`src/rtl/div_nbit_nonrestore_pkg.sv`:
```
// Shared types and helpers for the calc/div non-restoring divider.
package div_pkg;

  // Controller states of the iterative divider.
  typedef enum logic [1:0] {
    IDLE = 2'd0,
    CALC = 2'd1,
    FIX  = 2'd2,
    DONE = 2'd3
  } state_e;

  // Width of the iteration counter; it must hold DATA_WIDTH-1.
  function automatic int cnt_width(input int n);
    return (n < 2) ? 1 : $clog2(n);
  endfunction

endpackage

```
`src/rtl/div_nbit_step.sv`:
```
// One non-restoring division iteration: shift {P,Q} left, add or subtract
// the divisor depending on the sign of P, and append the new quotient bit.
module div_nbit_step #(
  parameter int DATA_WIDTH = 4
) (
  input  logic [DATA_WIDTH:0]   p_i,
  input  logic [DATA_WIDTH-1:0] q_i,
  input  logic [DATA_WIDTH:0]   d_i,
  output logic [DATA_WIDTH:0]   p_o,
  output logic [DATA_WIDTH-1:0] q_o
);

  logic [DATA_WIDTH:0] sh_s;

  // Shifted partial remainder, then subtract when P >= 0 or add when P < 0.
  always_comb begin
    sh_s = {p_i[DATA_WIDTH-1:0], q_i[DATA_WIDTH-1]};
    if (p_i[DATA_WIDTH] == 1'b0) begin
      p_o = sh_s - d_i;
    end else begin
      p_o = sh_s + d_i;
    end
    q_o = {q_i[DATA_WIDTH-2:0], ~p_o[DATA_WIDTH]};
  end

endmodule

```
`src/rtl/div_nbit_nonrestore.sv`:
```
// Sequential N-bit non-restoring divider (unsigned or two's complement).
// Works on magnitudes, one quotient bit per clock, one correction/sign
// cycle, then a DONE cycle whose exit edge publishes the results.
module div_nbit_nonrestore
  import div_pkg::*;
#(
  parameter int DATA_WIDTH = 4
) (
  input  logic                  i_clk,
  input  logic                  i_rst,
  input  logic                  i_start,
  input  logic                  i_signed,
  input  logic [DATA_WIDTH-1:0] i_num_x,
  input  logic [DATA_WIDTH-1:0] i_num_y,
  output logic                  o_busy,
  output logic                  o_end,
  output logic [DATA_WIDTH-1:0] o_quo,
  output logic [DATA_WIDTH-1:0] o_rem,
  output logic                  o_dz
);

  localparam int W  = DATA_WIDTH;
  localparam int CW = cnt_width(DATA_WIDTH);
  localparam logic [W-1:0] ONE_W = W'(1);

  state_e        state_q, state_d;
  logic [CW-1:0] cnt_q, cnt_d;
  logic [W:0]    p_q, p_d;          // signed partial remainder / final remainder
  logic [W-1:0]  q_q, q_d;          // dividend magnitude shifting into quotient
  logic [W:0]    d_q, d_d;          // divisor magnitude
  logic          neg_quo_q, neg_quo_d;
  logic          neg_rem_q, neg_rem_d;
  logic          dz_q, dz_d;
  logic          busy_q, busy_d;
  logic          end_q, end_d;
  logic [W-1:0]  quo_q, quo_d;
  logic [W-1:0]  rem_q, rem_d;
  logic          odz_q, odz_d;

  logic          x_neg_s, y_neg_s;
  logic [W-1:0]  x_mag_s, y_mag_s;
  logic [W:0]    p_step_s;
  logic [W-1:0]  q_step_s;
  logic [W:0]    p_fix_s;

  div_nbit_step #(.DATA_WIDTH(W)) u_step (
    .p_i (p_q),
    .q_i (q_q),
    .d_i (d_q),
    .p_o (p_step_s),
    .q_o (q_step_s)
  );

  // Operand magnitudes; the most negative value maps to 2^(W-1) unsigned.
  always_comb begin
    x_neg_s = i_signed & i_num_x[W-1];
    y_neg_s = i_signed & i_num_y[W-1];
    if (x_neg_s) begin
      x_mag_s = ~i_num_x + ONE_W;
    end else begin
      x_mag_s = i_num_x;
    end
    if (y_neg_s) begin
      y_mag_s = ~i_num_y + ONE_W;
    end else begin
      y_mag_s = i_num_y;
    end
  end

  // Final correction: a negative remainder gets the divisor added back.
  always_comb begin
    if (p_q[W]) begin
      p_fix_s = p_q + d_q;
    end else begin
      p_fix_s = p_q;
    end
  end

  // Next-state and datapath control.
  always_comb begin
    state_d   = state_q;
    cnt_d     = cnt_q;
    p_d       = p_q;
    q_d       = q_q;
    d_d       = d_q;
    neg_quo_d = neg_quo_q;
    neg_rem_d = neg_rem_q;
    dz_d      = dz_q;
    busy_d    = busy_q;
    end_d     = 1'b0;
    quo_d     = quo_q;
    rem_d     = rem_q;
    odz_d     = odz_q;
    case (state_q)
      IDLE: begin
        busy_d = 1'b0;
        if (i_start) begin
          busy_d    = 1'b1;
          odz_d     = 1'b0;
          neg_quo_d = x_neg_s ^ y_neg_s;
          neg_rem_d = x_neg_s;
          d_d       = {1'b0, y_mag_s};
          if (i_num_y == '0) begin
            // Divide-by-zero skips the iterations entirely.
            dz_d    = 1'b1;
            q_d     = '1;
            p_d     = {1'b0, i_num_x};
            state_d = DONE;
          end else begin
            dz_d    = 1'b0;
            q_d     = x_mag_s;
            p_d     = '0;
            cnt_d   = CW'(W - 1);
            state_d = CALC;
          end
        end else begin
          state_d = IDLE;
        end
      end
      CALC: begin
        p_d   = p_step_s;
        q_d   = q_step_s;
        cnt_d = cnt_q - CW'(1);
        if (cnt_q == '0) begin
          state_d = FIX;
        end else begin
          state_d = CALC;
        end
      end
      FIX: begin
        if (neg_quo_q) begin
          q_d = ~q_q + ONE_W;
        end else begin
          q_d = q_q;
        end
        if (neg_rem_q) begin
          p_d = {1'b0, ~p_fix_s[W-1:0] + ONE_W};
        end else begin
          p_d = {1'b0, p_fix_s[W-1:0]};
        end
        state_d = DONE;
      end
      DONE: begin
        end_d   = 1'b1;
        busy_d  = 1'b0;
        quo_d   = q_q;
        rem_d   = p_q[W-1:0];
        odz_d   = dz_q;
        state_d = IDLE;
      end
      default: begin
        busy_d  = 1'b0;
        state_d = IDLE;
      end
    endcase
  end

  // State and output registers with asynchronous dominant reset.
  always_ff @(posedge i_clk or posedge i_rst) begin
    if (i_rst) begin
      state_q   <= IDLE;
      cnt_q     <= '0;
      p_q       <= '0;
      q_q       <= '0;
      d_q       <= '0;
      neg_quo_q <= 1'b0;
      neg_rem_q <= 1'b0;
      dz_q      <= 1'b0;
      busy_q    <= 1'b0;
      end_q     <= 1'b0;
      quo_q     <= '0;
      rem_q     <= '0;
      odz_q     <= 1'b0;
    end else begin
      state_q   <= state_d;
      cnt_q     <= cnt_d;
      p_q       <= p_d;
      q_q       <= q_d;
      d_q       <= d_d;
      neg_quo_q <= neg_quo_d;
      neg_rem_q <= neg_rem_d;
      dz_q      <= dz_d;
      busy_q    <= busy_d;
      end_q     <= end_d;
      quo_q     <= quo_d;
      rem_q     <= rem_d;
      odz_q     <= odz_d;
    end
  end

  assign o_busy = busy_q;
  assign o_end  = end_q;
  assign o_quo  = quo_q;
  assign o_rem  = rem_q;
  assign o_dz   = odz_q;

endmodule

```
`config.mk`:
```
export PLATFORM = sky130hd
export DESIGN_NAME = div_nbit_nonrestore
export DESIGN_NICKNAME = d
export VERILOG_FILES = /design/src/rtl/div_nbit_nonrestore_pkg.sv /design/src/rtl/div_nbit_step.sv /design/src/rtl/div_nbit_nonrestore.sv
export SDC_FILE = /design/constraint.sdc
export NUM_CORES = 1
export LEC_CHECK = 0
export BUFFER_PORTS_ARGS = -buffer_cell sky130_fd_sc_hd__buf_2
export CAP_MARGIN = 20
export CORE_ASPECT_RATIO = 1.5
export CORE_UTILIZATION = 45
export DETAILED_ROUTE_END_ITERATION = 10
export HOLD_SLACK_MARGIN = 0.1
export PLACE_DENSITY = 0.61
export SETUP_SLACK_MARGIN = 0.02
export SLEW_MARGIN = 20
export SYNTH_ARGS = -nofsm -noshare
export SYNTH_HDL_FRONTEND = slang
export SYNTH_HIERARCHICAL = 1
export SYNTH_SLANG_ARGS = --single-unit
```
`constraint.sdc`:
```
create_clock -name i_clk -period 5.02 [get_ports i_clk]
set_clock_uncertainty 0.15 [all_clocks]
set_input_delay 1.004 -clock i_clk [delete_from_list [all_inputs] [get_ports i_clk]]
set_output_delay 1.004 -clock i_clk [all_outputs]
set_load 0.01 [all_outputs]
```
=== Yosys cells after proc, flatten, opt, wreduce, memory -nomap -nowiden ===
Cells that the tools add are included.

* $add $sub $neg: 8
* Eq/ne operators: 6
* Muxes and demuxes: 25
* Bitwise logic cells: 8
* Reductions and logical operators: 11

{| class="wikitable"
|+ Operator list
! operator !! number
|-
| $mux W4 || 8
|-
| $add A4 B1 Y4 const B || 4
|-
| $not A4 Y4 || 4
|-
| $pmux W5 S3 || 1
|-
| $pmux W4 S3 || 1
|-
| $mux W2 || 5
|-
| $mux W5 || 2
|-
| $pmux W2 S4 || 1
|-
| $ne A2 B2 Y1 const B || 3
|-
| $reduce_and A2 Y1 || 3
|-
| $reduce_and A3 Y1 || 2
|-
| $add A5 B4 Y5 || 1
|-
| $sub A5 B4 Y5 || 1
|-
| $add A4 B4 Y4 || 1
|-
| $eq A2 B2 Y1 const B || 2
|-
| $logic_not A2 Y1 || 2
|-
| $logic_not A4 Y1 || 1
|-
| $mux W1 || 4
|-
| $pmux W1 S2 || 2
|-
| $pmux W2 S2 || 1
|-
| $reduce_bool A2 Y1 || 2
|-
| $reduce_bool A3 Y1 || 1
|-
| $and A1 B1 Y1 || 2
|-
| $eq A2 B1 Y1 const B || 1
|-
| 3 further kinds || 3
|}

* Bits in registers: 31
* Bits of input ports: 12
* Output and inout port bits: 11

=== Depth between registers and ports, before layout ===
Gate-level depths: netlist of run 1.

* Word-level depth: 6
* Mapped depth: 11
* Mapped depth without buffers: 11

=== By module ===
Netlist of run 1, hierarchy kept.

{| class="wikitable"
|+ By module, submodules not included
! module !! instances !! cells an instance !! area an instance (sq um) !! sequential area each (sq um)
|-
| div_nbit_nonrestore || 1 || 191 || 1825.5 || 775.7
|-
| div_nbit_step || 1 || 28 || 274.0 || 0.0
|}

=== Least setup slack after synthesis of run 1 ===
Ideal clock, no wire load.

* Kind: register -> register
* From: reg d_q[1]
* To: reg q_q[0]
* Setup time: 138 ps
* Arrival time: 2234 ps
* Required time: 4732 ps
* Path slack: 2498 ps
* Cell stages (with the launch flop): 10
* Path buffers: 0
* Clock period less this slack: 2522 ps
* Path through: dfrtp_1 -> inv_1 -> ha_1 -> mux2_2 -> fa_1 -> a21o_1 -> a21oi_1 -> xnor3_1 -> a21boi_0 -> o31ai_1

* Cells in the longest elaborated chain, start to end: 4
* Elaborated cells between the ends (all ways): 5
* Classes of those cells: add/sub (2); mux (2); bitwise (1)

{| class="wikitable"
|+ RTL lines
! item !! RTL line !! RTL
|-
| start: declaration || div_nbit_nonrestore.sv:30 || <nowiki>logic [W:0] d_q, d_d;</nowiki>
|-
| start signal: assignment || div_nbit_nonrestore.sv:165 || <nowiki>d_q <= '0;</nowiki>
|-
| start signal: assignment || div_nbit_nonrestore.sv:179 || <nowiki>d_q <= d_d;</nowiki>
|-
| $sub A5 B4 Y5 or $add A5 B4 Y5 (tied branches) || div_nbit_step.sv:19, div_nbit_step.sv:21 ||
|-
| $mux W5 * || div_nbit_step.sv:18 || <nowiki>if (p_i[DATA_WIDTH] == 1'b0) begin</nowiki>
|-
| $not A1 Y1 * || div_nbit_step.sv:23 || <nowiki>q_o = {q_i[DATA_WIDTH-2:0], ~p_o[DATA_WIDTH]};</nowiki>
|-
| via q_step_s[0] || div_nbit_nonrestore.sv:43 || <nowiki>logic [W-1:0] q_step_s;</nowiki>
|-
| $pmux W4 S3 * || div_nbit_nonrestore.sv:94 || <nowiki>case (state_q)</nowiki>
|-
| end signal: assignment || div_nbit_nonrestore.sv:178 || <nowiki>q_q <= q_d;</nowiki>
|-
| end: declaration || div_nbit_nonrestore.sv:29 || <nowiki>logic [W-1:0] q_q, q_d;</nowiki>
|}

Mark *: on every way through the listed nets, which the timed path passes. The rest lies on a longest branch.
A chain may end at the register's enable or synchronous reset.

=== Worst setup path after layout of run 1 ===
Ends and elaborated chain as after synthesis.

==> results of run 1 <==
logic make-up (layout without fill, tap and decap cells):
family | Yosys count | in the layout | share of synthesized area [%]
fa+ha+maj | 19 | 19 | 12.0
simple gates | 57 | 57 | 12.5
other cells | 1 | 1 | 0.179
compound gates | 57 | 57 | 18.2
xor+xnor | 13 | 13 | 6.79
mux | 15 | 15 | 7.69
buf+inv | 26 | 46 | 5.60
flops | 31 | 31 | 36.9
cells in the final DEF, fill, tap and decap left out, types with 4 or more instances in the layout:
cell type and instances:
dfrtp_1 31, nand2_1 25, buf_2 22, o21ai_0 18
ha_1 17, inv_1 16, a21oi_1 14, nor2_1 12
mux2_2 9, xor2_1 6, mux2i_1 6, o31ai_1 5
nor3_1 5, xnor2_1 5, clkbuf_8 5, nand3_1 4
worst reg2reg max path, delay by kind of cell, from the launching register on:
kind,cells,cell delay (ns)
adders and majority gates,2,0.70
AOI/OAI and AO/OA,4,0.67
DFF,1,0.45
muxes,1,0.29
xor gates and xnor gates,1,0.24
buffers and inverters,1,0.07
report_power, final:
part | switching, W | internal [W]
registers | 0.000119 | 0.000358
clock network | 0.0000885 | 0.000145
logic | 0.000464 | 0.000415
total | 0.000672 | 0.000918
state kept, by name, indices dropped and copies added, names as in the netlist:
signal	cells
cnt_q	2
dz_q	1
neg_rem_q	1
p_q	5
o_busy	1
o_rem	4
o_end	1
o_quo	4
neg_quo_q	1
q_q	4
state_q	2
d_q	4
o_dz	1
area by class of cell:
cell class                 count  area, sq um
clock buffer                   6         72.6
clock inverter                 1         30.0
fill                         440         2180
inverter                      16         60.1
multi-input combinational    162         1210
sequential                    31          776
tap                           48         60.1
timing repair buffer          23          118
per-layer routing:
metal  track usage (%)  vias to the layer above  wire length [um]
li1                  -                      807                 -
met1              24.0                      779              1900
met2              36.3                       17              2340
met3              3.32                        8                88
met4              8.87                        0               103
met5                 0                        -                 0
final timing paths:
check | slack (ns) | depth (start not counted) | to
setup / recovery | 2.32 | 9 | q_q[0]
hold / removal | 0.34 | 2 | o_busy
setup reg to reg | 2.32 | 9 | q_q[0]
hold reg to reg | 0.34 | 2 | o_busy
max in group asynchronous | 3.79 | 3 | d_q[3]
min in group asynchronous | 0.64 | 3 | o_end
stage by stage:
stage	instances	cell area, sq um	hold WS [ns]
after detailed placement	280	2220	0.330
after global routing	287	2320	0.369
final	287	2320	0.342
after CTS	287	2320	0.346
after global placement	280	2220	0.323
after floorplan	219	2100	0.300
==> out/summary.txt, run 1 <==
Total CTS buffers: 5
Count of max-cap constraint violations: 0
Gpl congestion: 0.833
Num ports: 23
Hold-fix buffers at CTS: 0
Ant diodes: 0
Vias in the first global route: 1628
Min-delay src: o_busy
Largest net degree at the start of global routing: 32
Crit-path max FO: 6
Final HPWL DP: 3.37 mm
Die area: 0.00495 sq mm
Post-synth EDFFs: 0
Crit-path leading delay family: adder cells
Final hold vios: 0
Leak Pwr: 1.15 nW
Fraction of layout cells with a size suffix above 1: 18.0%
Commonest cells in the netlist: dfrtp_1 (31), nand2_1 (25), o21ai_0 (18)
Die Y: 85.7 um
Sequential area share after synthesis: 36.9%
DR iter-0 viols: 44
Die Width: 57.8 um
Synthesized flop and latch total: 31
Synth top area share: 36.9%
Pre-CTS setup slack: 2.17 ns
Slew @ Worst Pin: 0.865 ns
DRT Pass-1 Iters: 4
Design Power: 0.00159 W
Post-CTS Repair Setup Buffers: 0
Minimum clock period: 2.70 ns
DR vias: 1611
Vias per cell: 5.61
Worst-skew pair later-pin latency: 0.28 ns
Synthesis-to-finish area growth: 10.6%
Final WL: 4.42 mm
Mapped Cells: 219
WL per Instance: 15.4 um
Most numerous cell in the Yosys netlist: dfrtp_1
Number of port buffers: 22
Root Driver: clkbuf_8
CP Class: reg -> reg
Critical path startpoint category: flip-flop
Synth cell types: 46
Leading area contributor after synthesis: dfrtp_1
Cell Pwr Density: 685 mW/mm^2
CP bufs+invs: 1
# rows: 30
DRT antenna net count: 0
CP max stage cell: dfrtp_1
Final worst slack: 2.32 ns
Async set-or-reset flop fraction in the synthesized netlist: 100%
Setup TNS Final: 0 ns
Final Cycle Share: 53.8%
Clock-pin slew on the worst setup and hold paths: 0.07 ns
GR Overflow Total: 0
Slowest Stage Delay on Critical Path: 0.45 ns
Worst Setup SP: d_q[1]
Sink Count: 31
GRT Resource Usage Total: 20.5%
RSZ-0062 raised after global routing: false
Max VDD drop: 0.317 mV
WP data required: 5.02 ns
Crit Reg-Reg Startpoint: d_q[1]
Critical Path Sink Type: flip-flop
Final Util: 51.6%
Hold Path Class: reg -> reg
Resized cells post-CTS: 0
Status: finished clean
Synth Cell Area: 0.00210 sq mm
Top FF cell, synth: dfrtp_1
Avg Synthesized Cell Area: 9.59 sq um
Longest Clk Path Bufs: 2
Effective utilization at floorplan: 46.6%
First-pass GRT wire length: 7.69 mm
Syn Nets: 250
Initial antenna violation count: 0
Nets: 270
Final setup viols: 0
Max-slew violation count: 0
Fmax: 0.370 GHz
CTS tree: built
Top post-synthesis cells by area: dfrtp_1 (37%), ha_1 (10%), mux2_2 (4.8%)
Crit path arrival time: 2.70 ns
Normalized max-slew margin: 42.4%
H-tree lvl count: 2
# DRC: 0
Core area: 0.00450 sq mm
CP Cell Sequence: inv_1 -> ha_1 -> mux2_2 -> fa_1 -> a21o_1 -> a21oi_1 -> xnor3_1 -> a21boi_0 -> o31ai_1
Yosys warnings: 6
No activity file was read; power rests on OpenSTA's default activity.
==> inputs of run 2 (changes only) <==
--- a/config.mk
+++ b/config.mk
@@ -5,6 +5,7 @@
 export SDC_FILE = /design/constraint.sdc
 export NUM_CORES = 1
 export LEC_CHECK = 0
+export ABC_AREA = 1
 export BUFFER_PORTS_ARGS = -buffer_cell sky130_fd_sc_hd__buf_2
 export CAP_MARGIN = 20
 export CORE_ASPECT_RATIO = 1.5
==> constraint.sdc (replaced) <==
create_clock -name i_clk -period 2.7 [get_ports i_clk]
set_clock_uncertainty 0.15 [all_clocks]
set_input_delay 0.54 -clock i_clk [delete_from_list [all_inputs] [get_ports i_clk]]
set_output_delay 0.54 -clock i_clk [all_outputs]
set_load 0.01 [all_outputs]
==> out/summary.txt, run 2 <==
Most frequent cells in the layout: nand2_1 (77), inv_1 (37), dfrtp_1 (31), buf_2 (22)
Count of max-cap constraint violations: 0
Avg Synthesized Cell Area: 7.46 sq um
Nets: 350
Final WL: 5.15 mm
Synthesis-to-finish area growth: 14.2%
Commonest cells in the netlist: nand2_1 (77), inv_1 (37), dfrtp_1 (31)
Final worst slack: 0.363 ns
Gpl congestion: 0.942
Leak Pwr: 1.33 nW
Crit-path max FO: 4
Synth top area share: 35.9%
Leading area contributor after synthesis: dfrtp_1
Longest Clk Path Bufs: 2
Largest register FFs: 5
WL per Instance: 13.4 um
Worst Setup SP: d_q[1]
Final instance area: 0.00247 sq mm
GR Overflow Total: 0
Max VDD drop: 0.610 mV
Root Driver: clkbuf_8
Cell Pwr Density: 1250 mW/mm^2
Sequential area share after synthesis: 35.9%
Final Hold Slack: 0.173 ns
Post-CTS Repair Setup Buffers: 0
Top FF cell, synth: dfrtp_1
# rows: 30
Fmax: 0.428 GHz
Fraction of layout cells with a size suffix above 1: 17.8%
Final Cycle Share: 86.6%
CTS tree: built
Vias in the first global route: 1858
Yosys warnings: 6
Synth Cell Area: 0.00216 sq mm
GRT Resource Usage Total: 22.4%
Vias per cell: 4.94
Critical path startpoint category: flip-flop
Worst-skew pair later-pin latency: 0.29 ns
Final hold vios: 0
Crit Reg-Reg Startpoint: d_q[1]
CP Class: reg -> reg
Pre-CTS setup slack: 0.339 ns
H-tree lvl count: 2
# DRC: 0
Final HPWL DP: 4.00 mm
Area of placed instances: 0.00235 sq mm
DRT Pass-1 Iters: 4
Most common cell after layout, fill and taps aside: nand2_1
Critical Path Sink Type: flip-flop
Hold-fix buffers at CTS: 0
Crit path arrival time: 2.36 ns
Resized cells post-CTS: 0
First-pass GRT wire length: 8.40 mm
Die Width: 58.6 um
Largest Register: p_q
Post-synth EDFFs: 0
Async set-or-reset flop fraction in the synthesized netlist: 100%
RSZ-0062 raised after global routing: false
Setup TNS Final: 0 ns
Final setup viols: 0
Synthesized flop and latch total: 31
Core area: 0.00458 sq mm
Clock-pin slew on the worst setup and hold paths: 0.07 ns
Largest net degree at the start of global routing: 32
DR iter-0 viols: 60
DR vias: 1898
Status: finished clean
Mapped Cells: 290
Ant diodes: 0
Top post-synthesis cells by area: dfrtp_1 (36%), nand2_1 (13%), ha_1 (9.8%)
Total CTS buffers: 5
Effective utilization at floorplan: 47.2%
Die area: 0.00509 sq mm
Hold Path Class: in -> async
DRT antenna net count: 0
Minimum clock period: 2.34 ns
Number of port buffers: 22
Most numerous cell in the Yosys netlist: nand2_1
Post-Layout Cell Count: 384
Initial antenna violation count: 0
Sink Count: 31
Synth cell types: 34
Die Y: 86.9 um
WP data required: 2.72 ns
Max-slew violation count: 0
Dpl cells: 376
Num ports: 23
[run 2: cell types whose count changed in the layout (fill, tap and decap cells not counted), sizes merged, moves of 6 or more]
cell	change
nand2	+53
inv	+34
nand3	+16
o21ai	+13
mux2	-9
mux2i	-6
nor2	+6
[run 2: where the power goes]
group | internal [W] | switching (W) | total [W] | leakage, nW
Combinational | 0.000684 | 0.00107 | 0.00176 | 0.886
Sequential | 0.000665 | 0.000176 | 0.000841 | 0.386
Clock | 0.000299 | 0.000187 | 0.000486 | 0.0612
Total | 0.00165 | 0.00144 | 0.00308 | 1.33
[run 2: area by class of cell]
| cell class | count | area [sq um] |
|---|---|---|
| Clock buffer | 6 | 82.6 |
| Clock inverter | 2 | 35.0 |
| Fill cell | 473 | 2110 |
| Inverter | 50 | 188 |
| Multi-Input combinational cell | 206 | 1180 |
| Sequential cell | 31 | 776 |
| Tap cell | 64 | 80.1 |
| Timing Repair Buffer | 25 | 133 |
[run 2: worst paths after layout]
check,end,slack [ns],cells after the start
setup / recovery,q_q[0],0.36,11
hold / removal,o_rem[0],0.17,3
setup reg to reg,q_q[0],0.36,11
hold reg to reg,o_quo[3],0.32,2
max in group asynchronous,d_q[3],1.92,3
min in group i_clk,o_quo[3],0.32,2
[run 2: routing by layer]
metal | global-route usage (%) | vias to the layer above | share of wire, %
met3 | 3.86 | 10 | 2.4
li1 | - | 992 | -
met1 | 24.6 | 862 | 41
met4 | 9.96 | 0 | 2.6
met5 | 0 | - | 0
met2 | 41.2 | 34 | 54
[run 2: cell families (layout without fill, tap and decap cells)]
logic type | Yosys count | in the layout | synth area share (%)
other cells | 1 | 3 | 0.173
compound gates | 57 | 57 | 15.7
buf+inv | 55 | 83 | 10.1
xor+xnor | 5 | 5 | 2.02
flops | 31 | 31 | 35.9
simple gates | 122 | 122 | 24.5
fa+ha+maj | 19 | 19 | 11.7
[run 2: critical path, cell delays in order, from the launching register on]
cell,delay [ns]
dfrtp_1,0.41
inv_1,0.09
ha_1,0.27
nand2_1,0.06
o21ai_1,0.10
fa_1,0.45
nand3_1,0.10
nand3_2,0.09
nand3_1,0.09
nand2_1,0.05
a221oi_1,0.25
o21ai_1,0.10
[run 2: metrics by stage]
step,utilization (%),power (W)
floorplan,-,0.00217
global placement,51.4,0.00259
detailed placement,51.4,0.00261
CTS,54.0,0.00311
global route,54.0,0.00337
finish,54.0,0.00308
==> inputs of run 3 (changes only) <==
--- a/config.mk
+++ b/config.mk
@@ -8,11 +8,13 @@
 export ABC_AREA = 1
 export BUFFER_PORTS_ARGS = -buffer_cell sky130_fd_sc_hd__buf_2
 export CAP_MARGIN = 20
+export CELL_PAD_IN_SITES_DETAIL_PLACEMENT = 1
+export CELL_PAD_IN_SITES_GLOBAL_PLACEMENT = 1
 export CORE_ASPECT_RATIO = 1.5
-export CORE_UTILIZATION = 45
+export CORE_UTILIZATION = 43
 export DETAILED_ROUTE_END_ITERATION = 10
 export HOLD_SLACK_MARGIN = 0.1
-export PLACE_DENSITY = 0.61
+export PLACE_DENSITY = 0.76
 export SETUP_SLACK_MARGIN = 0.02
 export SLEW_MARGIN = 20
 export SYNTH_ARGS = -nofsm -noshare
==> constraint.sdc (replaced) <==
create_clock -name i_clk -period 2.2 [get_ports i_clk]
set_clock_uncertainty 0.15 [all_clocks]
set_input_delay 0.44 -clock i_clk [delete_from_list [all_inputs] [get_ports i_clk]]
set_output_delay 0.44 -clock i_clk [all_outputs]
set_load 0.01 [all_outputs]
==> out/summary.txt, run 3 (synthesis gave the netlist of run 2 again) <==
CP bufs+invs: 2
Largest net degree at the start of global routing: 32
Synthesis-to-finish area growth: 27.4%
Root Driver: clkbuf_8
Fraction of layout cells with a size suffix above 1: 28.2%
Dpl cells: 388
Critical path startpoint category: flip-flop
First-pass GRT wire length: 10.4 mm
Multi-input logic area: 0.00131 sq mm
Final WL: 6.64 mm
Final hold vios: 0
Area of placed instances: 0.00243 sq mm
Minimum clock period: 2.37 ns
GRT Resource Usage Total: 27.0%
Fill cell count: 634
Total CTS buffers: 5
Final Util: 56.8%
Status: finished, violations left
DR iter-0 viols: 116
Most frequent cells in the layout: nand2_1 (76), inv_1 (34), dfrtp_1 (31), buf_2 (22), buf_4 (15)
Crit-path max FO: 2
CP Class: reg -> reg
GR Overflow Total: 0
Count of max-cap constraint violations: 0
Final instance area: 0.00276 sq mm
WP data required: 2.23 ns
Final setup viols: 3
CTS tree: built
Leak Pwr: 1.43 nW
Vias per cell: 5.24
R2r setup slk: -0.17 ns
Longest Clk Path Bufs: 2
Slowest Stage Delay on Critical Path: 0.43 ns
Metal2 WL: 3.71 mm
H-tree lvl count: 2
DR vias: 2112
Gpl congestion: 0.909
Crit-path leading delay family: adder cells
Max-slew violation count: 0
RSZ-0062 raised after global routing: true
DRT Pass-1 Iters: 4
Largest Register: p_q
WL per Instance: 16.5 um
Crit Reg-Reg Startpoint: d_q[0]
Most common cell after layout, fill and taps aside: nand2_1
Metal-1 WL: 2.65 mm
Fmax: 0.422 GHz
# rows: 31
Vias in the first global route: 2217
Sink Count: 31
Die Width: 59.9 um
Nets: 367
Number of port buffers: 22
# DRC: 0
Register area: 776 sq um
Ant diodes: 0
Initial antenna violation count: 0
Failing checks: negative setup slack
Final HPWL DP: 4.64 mm
CP max stage cell: fa_2
Cell Pwr Density: 1720 mW/mm^2
CP Cell Sequence: buf_6 -> ha_4 -> fa_2 -> o21ai_4 -> ha_4 -> o211ai_1 -> o211ai_1 -> o21ai_1 -> inv_1
R2R cell count: 9
Clock-pin slew on the worst setup and hold paths: 0.07 ns
Worst-skew pair later-pin latency: 0.28 ns
Max layer used: met4
Max VDD drop: 0.745 mV
Die area: 0.00532 sq mm
Pre-CTS setup slack: -0.141 ns
Num ports: 23
Final Cycle Share: 108%
Effective utilization at floorplan: 44.6%
Largest register FFs: 5
Die Y: 88.9 um
Reg-to-reg endpoint: p_q[1]
Post-Layout Cell Count: 403
Hold-fix buffers at CTS: 0
Hold Path Class: in -> async
Final worst slack: -0.172 ns
DRT antenna net count: 0
Crit path arrival time: 2.40 ns
Critical Path Sink Type: flip-flop
Routed wl met3: 100 um
Core area: 0.00485 sq mm
-- run 3: layout make-up --
| type | instances | share of cell area [%] |
|---|---|---|
| clock buffers | 6 | 3.00 |
| clock inverters | 2 | 1.27 |
| inverters | 50 | 6.99 |
| multi-input cells | 206 | 47.5 |
| flip-flops and latches | 31 | 28.2 |
| well taps | 66 | 3.00 |
| repair buffers | 42 | 10.1 |
-- run 3: tightest hold or removal path: stages --
cell and delay, ns:
buf_2 0.09, inv_1 0.04, buf_4 0.39
-- run 3: where the power goes --
part | total (W) | switching, W | internal, W
clock | 0.000588 | 0.000222 | 0.000366
sequential | 0.00102 | 0.000204 | 0.000816
combinational | 0.00312 | 0.00177 | 0.00135
-- run 3: worst max-delay path by stage --
stage / start / endpoint / slack (ns) / cells past startpoint
2_1_floorplan: d_q[1] / q_q[0] / 0.04 / 11
3_5_place_dp: d_q[0] / p_q[3] / -0.14 / 13
3_3_place_gp: d_q[0] / p_q[3] / -0.09 / 13
5_1_grt: d_q[0] / p_q[1] / -0.26 / 9
6_report: d_q[0] / p_q[1] / -0.17 / 9
4_1_cts: d_q[0] / p_q[1] / -0.05 / 9
-- run 3: through the flow --
step                      power (W)  hold slack, ns  setup TNS, ns
after floorplan             0.00267           0.299              0
after global placement      0.00334           0.303         -0.140
after detailed placement    0.00343           0.304         -0.296
after CTS                   0.00424           0.106         -0.121
after global routing        0.00509           0.139         -0.763
final                       0.00473          0.0991         -0.406
-- run 3: per-layer routing --
layer / up-vias / GRT usage (%)
li1: 1023 / -
met5: - / 0
met3: 15 / 3.51
met4: 0 / 13.7
met1: 1045 / 29.6
met2: 29 / 49.4
-- run 3: repair_timing --
item,4_1_cts,5_1_grt
buffers inserted,5,7
gates resized for setup,10,28
endpoints found under the setup margin,5,5
pin swaps,9,14
